==> config.mk <==
export PLATFORM = sky130hd
export DESIGN_NAME = multiplier
export DESIGN_NICKNAME = d
export VERILOG_FILES = /design/src/rtl/mult_pkg.sv /design/src/rtl/mult_full_adder.sv /design/src/rtl/multiplier.sv
export SDC_FILE = /design/constraint.sdc
export NUM_CORES = 1
export LEC_CHECK = 0
export BUFFER_PORTS_ARGS = -buffer_cell sky130_fd_sc_hd__buf_2
export CAP_MARGIN = 25
export CORE_MARGIN = 2
export CORE_UTILIZATION = 50
export DETAILED_ROUTE_END_ITERATION = 8
export PLACE_DENSITY = 0.73
export RECOVER_POWER = 25
export SETUP_SLACK_MARGIN = 0.2
export SLEW_MARGIN = 30
export SYNTH_ARGS = -nofsm -noshare
export SYNTH_HDL_FRONTEND = slang
export SYNTH_HIERARCHICAL = 1
export SYNTH_SLANG_ARGS = --single-unit
==> constraint.sdc <==
create_clock -name CLK -period 54.8 [get_ports CLK]
set_clock_uncertainty 0.15 [all_clocks]
set_input_delay 8.22 -clock CLK [delete_from_list [all_inputs] [get_ports CLK]]
set_output_delay 8.22 -clock CLK [all_outputs]
set_load 0.02 [all_outputs]
==> src/rtl/mult_pkg.sv <==
// Shared widths for the structural multiplier slice.
package mult_pkg;
    localparam int MULT_WIDTH  = 16;
    localparam int MULT_PWIDTH = 2 * MULT_WIDTH;
endpackage

==> src/rtl/mult_full_adder.sv <==
// 1-bit full adder cell used by both the carry-save rows and the final ripple adder.
module mult_full_adder (
    input  logic i_a,
    input  logic i_b,
    input  logic i_c,
    output logic o_sum,
    output logic o_cry
);
    assign o_sum = i_a ^ i_b ^ i_c;
    assign o_cry = (i_a & i_b) | (i_a & i_c) | (i_b & i_c);
endmodule

==> src/rtl/multiplier.sv <==
// Unsigned array multiplier: combinational PRODUCT (AND rows, carry-save rows, ripple adder),
// plus a 1-cycle registered copy PRODUCT_Q with VALID_Q; no backpressure.
module multiplier
    import mult_pkg::*;
#(
    parameter int WIDTH = MULT_WIDTH
) (
    input  logic               CLK,
    input  logic               RST,
    input  logic [WIDTH-1:0]   A,
    input  logic [WIDTH-1:0]   B,
    output logic [2*WIDTH-1:0] PRODUCT,
    output logic [2*WIDTH-1:0] PRODUCT_Q,
    output logic               VALID_Q
);
    localparam int PW   = 2 * WIDTH;
    localparam int LAST = WIDTH - 1;

    logic [PW-1:0] w_product;
    logic [PW-1:0] r_product_q;
    logic          r_valid_q;

    genvar i, j;
    generate
        for (i = 0; i < WIDTH; i++) begin : g_row
            logic [PW-1:0] w_pp;
            logic [PW-1:0] w_sum;
            logic [PW-1:0] w_cry;

            assign w_pp = {{WIDTH{1'b0}}, A & {WIDTH{B[i]}}} << i;

            if (i == 0) begin : g_init
                assign w_sum = w_pp;
                assign w_cry = '0;
            end else begin : g_csa
                assign w_cry[0] = 1'b0;
                for (j = 0; j < PW - 1; j++) begin : g_col
                    mult_full_adder u_fa (
                        .i_a   (g_row[i-1].w_sum[j]),
                        .i_b   (g_row[i-1].w_cry[j]),
                        .i_c   (w_pp[j]),
                        .o_sum (w_sum[j]),
                        .o_cry (w_cry[j+1])
                    );
                end
                // Carries out of the top column fall outside the 2*WIDTH result and are dropped.
                assign w_sum[PW-1] = g_row[i-1].w_sum[PW-1] ^ g_row[i-1].w_cry[PW-1] ^ w_pp[PW-1];
            end
        end

        for (j = 0; j < PW - 1; j++) begin : g_rc
            logic w_ci;
            logic w_co;
            if (j == 0) begin : g_first
                assign w_ci = 1'b0;
            end else begin : g_next
                assign w_ci = g_rc[j-1].w_co;
            end
            mult_full_adder u_fa (
                .i_a   (g_row[LAST].w_sum[j]),
                .i_b   (g_row[LAST].w_cry[j]),
                .i_c   (w_ci),
                .o_sum (w_product[j]),
                .o_cry (w_co)
            );
        end
    endgenerate

    // An in-range product never carries out of the MSB, so the top bit only needs the sum.
    assign w_product[PW-1] = g_row[LAST].w_sum[PW-1] ^ g_row[LAST].w_cry[PW-1] ^ g_rc[PW-2].w_co;

    always_ff @(posedge CLK or posedge RST) begin
        if (RST) begin
            r_product_q <= '0;
            r_valid_q   <= 1'b0;
        end else begin
            r_product_q <= w_product;
            r_valid_q   <= 1'b1;
        end
    end

    assign PRODUCT   = w_product;
    assign PRODUCT_Q = r_product_q;
    assign VALID_Q   = r_valid_q;
endmodule

==> flow_metrics.env, run 1 <==
export IMPL_crit_type="in2out"
export IMPL_post_route_util_pct=58.5
export IMPL_hold_viol_final=0
export IMPL_synth_area_mux_share_pct=0
export IMPL_startpoint_type="input pin"
export IMPL_fmax_mhz=31.9
export IMPL_seq_area_frac_synth_pct=6.54
export IMPL_ctsResizeCount=0
export IMPL_synth_warnings=6
export IMPL_cpMaxStageDelayCell="fa_1"
export IMPL_end_kind="output port"
export IMPL_overflow=0
export IMPL_crit_buf_inv=2
export IMPL_min_path_type="in2async"
export IMPL_dp_hpwl_mm=19.0
export IMPL_io_buffers=98
export IMPL_core_area_um2=25000
export IMPL_vias=6883
export IMPL_synth_top_family_by_area="adder cells"
export IMPL_min_period_ns=31.32
export IMPL_synth_compound_area_share_pct=0
export IMPL_cts_hold_buf=0
export IMPL_synth_xor_area_share_pct=1.04
export IMPL_grt_max_degree=34
export IMPL_drcViolationCount=0
export IMPL_clockBufferDepth=2
export IMPL_areaGrowthSynthToFinish_pct=15.8
export IMPL_gp_congestion=0.761
export IMPL_h_tree_depth=2
export IMPL_crit_family="adder cells"
export IMPL_synth_top_area_share_pct=78.7
export IMPL_first_iter_violations=154
export IMPL_grt_pass1_vias=8211
export IMPL_numCtsBuffers=5
export IMPL_drv_cap=1
export IMPL_synth_edf_count=0
export IMPL_grt_first_pass_wirelength_mm=35.6
export IMPL_hold_ws_ns=8.48
export IMPL_max_stage_delay_ns=0.53
export IMPL_synth_ff_type="dfrtp_1"
export IMPL_fillCellCount=2070
export IMPL_post_route_period_util_pct=57.2
export IMPL_start_util_pct=50.6
export IMPL_die_h_um=163
export IMPL_ys_async_sr_fraction_pct=100
export IMPL_synth_fa_ha_area_share_pct=78.7
export IMPL_tightest_slew_ns=1.93
export IMPL_die_x_um=163
export IMPL_finish_instance_area_um2=14600
export IMPL_viasPerCell=4.51
export IMPL_routedWlPerCell_um=12.8
export IMPL_violations="capacitance limit, slew limit"
export IMPL_synth_cells=835
export IMPL_required_ns=46.43
export IMPL_synth_common_cells="fa_1, and2_1, dfrtp_1"
export IMPL_antenna_left=0
export IMPL_synth_largest_area_cell="fa_1"
export IMPL_cts_tree="built"
export IMPL_fin_nets=1725
export IMPL_antenna_found_initial=2
export IMPL_setup_tns_ns=0
export IMPL_critPathArrivalTime_ns=22.95
export IMPL_synth_seq_cells=33
export IMPL_rows=58
export IMPL_clkSinkCount=33
export IMPL_synth_most_common_cell="fa_1"
export IMPL_ys_types=8
export IMPL_dpl_cell_area_um2=14500
export IMPL_drt_total_wl_mm=19.5
export IMPL_maxSlewViolCount=34
export IMPL_synth_top_cells_by_area="fa_1, and2_1, dfrtp_1"
export IMPL_rsz0062_at_grt="false"
export IMPL_cts_root_buf="clkbuf_16"
export IMPL_pin_count=99
export IMPL_firstDrtPassIters=4
export IMPL_critPathMaxFanout=16
export IMPL_cpMostUsedCell="fa_1"
export IMPL_grtUsageTotal_pct=16.8
export IMPL_synthSimpleGateAreaFrac_pct=12.7
export IMPL_die_area_um2=26500
export IMPL_outcome="finished with violations"
export IMPL_relSlewSlack_pct=-29.0
export IMPL_avgSynthCellArea_um2=15.1
export IMPL_path_clk_slew_ns=0.05
export IMPL_post_cts_buffers=0
export IMPL_syn_cell_area_um2=12600
export IMPL_finalSetupViolations=0
export IMPL_layout_drive_gt1_share_pct=8.71
==> cells in the final DEF, fill, tap and decap left out <==
cell	count
buf_2	98
xor2_1	1
fa_1	496
dfrtp_1	33
diode_2	1
clkbuf_16	5
and2_1	256
xnor2_1	14
clkbuf_1	1
clkinv_2	1
conb_1	288
inv_1	1
==> cell families (layout without fill, tap and decap cells) <==
logic type,after synthesis,after routing
AND/OR/NAND/NOR,256,256
buffers and inverters,33,106
other,2,289
XOR/XNOR,15,15
flip-flops,33,33
adder cells (fa/ha/maj),496,496
==> how the worst max path moves through the flow <==
| stage | start | depth (start not counted) | to | slack, ns |
|---|---|---|---|---|
| after global routing | B[1] | 37 | PRODUCT[31] | 22.86 |
| after floorplan | A[15] | 36 | PRODUCT[31] | 23.87 |
| after global placement | B[1] | 37 | PRODUCT[31] | 23.48 |
| after CTS | B[1] | 37 | PRODUCT[31] | 23.33 |
| final | B[1] | 37 | PRODUCT[31] | 23.48 |
| after detailed placement | B[1] | 37 | PRODUCT[31] | 23.33 |
==> flip-flops by register name, summed over array words and instances (netlist names) <==
| register | count |
|---|---|
| VALID_Q | 1 |
| PRODUCT_Q | 32 |
==> final cells by class <==
| cell class | count | area, µm² | area share, % |
|---|---|---|---|
| well taps | 330 | 413 | 2.83 |
| clock buffers | 5 | 125 | 0.856 |
| multi-input cells | 1055 | 12700 | 87.2 |
| repair buffers | 99 | 494 | 3.38 |
| clock inverters | 1 | 5.00 | 0.0342 |
| flip-flops and latches | 33 | 826 | 5.65 |
| inverters | 1 | 3.75 | 0.0257 |
| diodes | 1 | 2.50 | 0.0171 |
==> stage by stage <==
stage | cells | setup WS, ns
floorplan | 1121 | 23.87
global placement | 1518 | 23.48
detailed placement | 1518 | 23.33
CTS | 1524 | 23.33
global route | 1524 | 22.86
finish | 1525 | 23.48
==> layer usage <==
layer  global-route usage [%]  share of wire, %
met1                     18.5                33
met2                     35.6                65
met3                     1.63               2.2
met4                     1.33              0.42
met5                        0             0.082
Power of run 1 is left out: the tool's default activity adds up to more than one toggle a clock period on the data nets, which glitch-free logic cannot reach.
==> run 2: changes to the inputs <==
--- a/config.mk
+++ b/config.mk
@@ -5,6 +5,7 @@
 export SDC_FILE = /design/constraint.sdc
 export NUM_CORES = 1
 export LEC_CHECK = 0
+export ABC_AREA = 1
 export BUFFER_PORTS_ARGS = -buffer_cell sky130_fd_sc_hd__buf_2
 export CAP_MARGIN = 25
 export CORE_MARGIN = 2
==> constraint.sdc (replaced) <==
create_clock -name CLK -period 31 [get_ports CLK]
set_clock_uncertainty 0.15 [all_clocks]
set_input_delay 4.65 -clock CLK [delete_from_list [all_inputs] [get_ports CLK]]
set_output_delay 4.65 -clock CLK [all_outputs]
set_load 0.02 [all_outputs]
==> run 2 against run 1 <==
Against the previous run:
- the run still ends with capacitance limit, slew limit left
- sequential share of layout area decreased by 0.18 points
- non-clock buffer count unchanged
- area after synthesis increased by 4.9%
- utilization decreased by 0.66 points
- synthesized cell count increased by 39%
- worst setup slack got worse by 17 ns
- clock-buffer cell count increased by 1
- routed wire length increased by 7.4%
- global-route usage increased by 0.34 points
- critical path type unchanged
- highest routed layer is now met4
==> flow_metrics.env, run 2 <==
export IMPL_critPathMaxFanout=16
export IMPL_cts_root_buf="clkbuf_16"
export IMPL_syn_cell_area_um2=13200
export IMPL_cts_hold_buf=0
export IMPL_synth_seq_cells=33
export IMPL_layout_common_cells="fa_1, conb_1, nand2_1"
export IMPL_cts_tree="built"
export IMPL_end_kind="output port"
export IMPL_dp_hpwl_mm=20.3
export IMPL_seq_area_frac_synth_pct=6.24
export IMPL_crit_type="in2out"
export IMPL_post_cts_buffers=0
export IMPL_vias=7864
export IMPL_firstDrtPassIters=4
export IMPL_clockBufferDepth=2
export IMPL_synth_largest_area_cell="fa_1"
export IMPL_min_path_type="in2async"
export IMPL_start_util_pct=50.8
export IMPL_critPathLaunch="B[1]"
export IMPL_ys_async_sr_fraction_pct=100
export IMPL_hold_viol_final=0
export IMPL_h_tree_depth=2
export IMPL_final_common_cell="fa_1"
export IMPL_pin_count=99
export IMPL_synth_top_area_share_pct=75.0
export IMPL_largest_reg_flops=32
export IMPL_grt_max_degree=34
export IMPL_viasPerCell=4.30
export IMPL_drv_cap=1
export IMPL_relSlewSlack_pct=-20.8
export IMPL_fmax_mhz=41.4
export IMPL_avgSynthCellArea_um2=11.4
export IMPL_die_area_um2=27800
export IMPL_areaGrowthSynthToFinish_pct=14.0
export IMPL_maxSlewViolCount=34
export IMPL_ctsResizeCount=0
export IMPL_die_x_um=167
export IMPL_synth_ff_type="dfrtp_1"
export IMPL_routedWlPerCell_um=11.4
export IMPL_layout_drive_gt1_share_pct=7.37
export IMPL_violations="capacitance limit, slew limit"
export IMPL_drt_total_wl_mm=20.9
export IMPL_synth_edf_count=0
export IMPL_synth_warnings=6
export IMPL_core_area_um2=26100
export IMPL_drcViolationCount=0
export IMPL_rsz0062_at_grt="false"
export IMPL_post_route_period_util_pct=77.8
export IMPL_gp_congestion=0.757
export IMPL_grt_first_pass_wirelength_mm=39.1
export IMPL_rows=59
export IMPL_dpl_cell_area_um2=14900
export IMPL_cpMostUsedCell="fa_1"
export IMPL_cpMaxStageDelayCell="fa_1"
export IMPL_synth_top_cells_by_area="fa_1, nand2_1, inv_1"
export IMPL_synth_cells=1164
export IMPL_grt_pass1_vias=9320
export IMPL_clkSinkCount=33
export IMPL_numCtsBuffers=5
export IMPL_synth_most_common_cell="fa_1"
export IMPL_overflow=0
export IMPL_antenna_left=0
export IMPL_ys_types=13
export IMPL_antenna_found_initial=1
export IMPL_finish_instance_area_um2=15100
export IMPL_startpoint_type="input pin"
export IMPL_io_buffers=98
export IMPL_die_h_um=167
export IMPL_setup_tns_ns=0
export IMPL_critPathArrivalTime_ns=19.33
export IMPL_outcome="finished with violations"
export IMPL_first_iter_violations=188
export IMPL_tightest_slew_ns=1.81
export IMPL_min_period_ns=24.13
export IMPL_max_stage_delay_ns=0.53
export IMPL_hold_ws_ns=4.86
export IMPL_required_ns=26.20
export IMPL_fin_nets=2022
export IMPL_critical_path_endpoint="PRODUCT[31]"
export IMPL_finalSetupViolations=0
export IMPL_grtUsageTotal_pct=17.2
export IMPL_synth_common_cells="fa_1, nand2_1, inv_1"
export IMPL_path_clk_slew_ns=0.05
-- run 2: layout make-up --
class / count / area [µm²]
diodes: 1 / 2.50
clock buffers: 6 / 129
clock inverters: 2 / 10.0
fillers: 2191 / 11000
inverters: 269 / 1010
multi-input cells: 1084 / 12200
flip-flops and latches: 33 / 826
well taps: 335 / 419
repair buffers: 99 / 494
-- run 2: worst max-delay path, delay by kind of cell --
kind          cells  cell delay (ns)
simple gates      6             0.47
fa+ha+maj        30            13.48
buf+inv           3             0.51
xor+xnor          1             0.18
-- run 2: kinds of logic after synthesis --
| group | share of synthesized area (%) |
|---|---|
| fa+ha+maj | 75.0 |
| simple gates | 8.46 |
| flops | 6.24 |
| other cells | 0.0567 |
| xor+xnor | 0.463 |
| buf+inv | 9.75 |
-- run 2: per-layer routing --
layer / global-route usage, % / share of wire (%)
met3: 1.54 / 2.1
met2: 35.2 / 62
met1: 19.5 / 35
met4: 2.55 / 1.2
met5: 0 / 0
-- run 2: how the worst min path moves through the flow --
| stage | startpoint | endpoint | slack, ns | depth (start not counted) |
|---|---|---|---|---|
| detailed placement | RST | PRODUCT_Q[24] | 4.62 | 3 |
| global route | RST | PRODUCT_Q[28] | 5.05 | 3 |
| global placement | RST | PRODUCT_Q[24] | 4.60 | 3 |
| finish | RST | PRODUCT_Q[31] | 4.86 | 3 |
| CTS | RST | PRODUCT_Q[28] | 4.32 | 3 |
| floorplan | RST | PRODUCT_Q[0] | 4.63 | 1 |
-- run 2: stage by stage --
stage          worst slack, ns  util (%)  std cells
6_report                  6.87      57.9       1829
5_1_grt                   6.16      57.9       1829
4_1_cts                   6.76      57.9       1828
3_5_place_dp              6.74      57.3       1820
3_3_place_gp              6.90      57.3       1820
2_1_floorplan             7.14         -       1450
Power of run 2 is left out for the same reason.
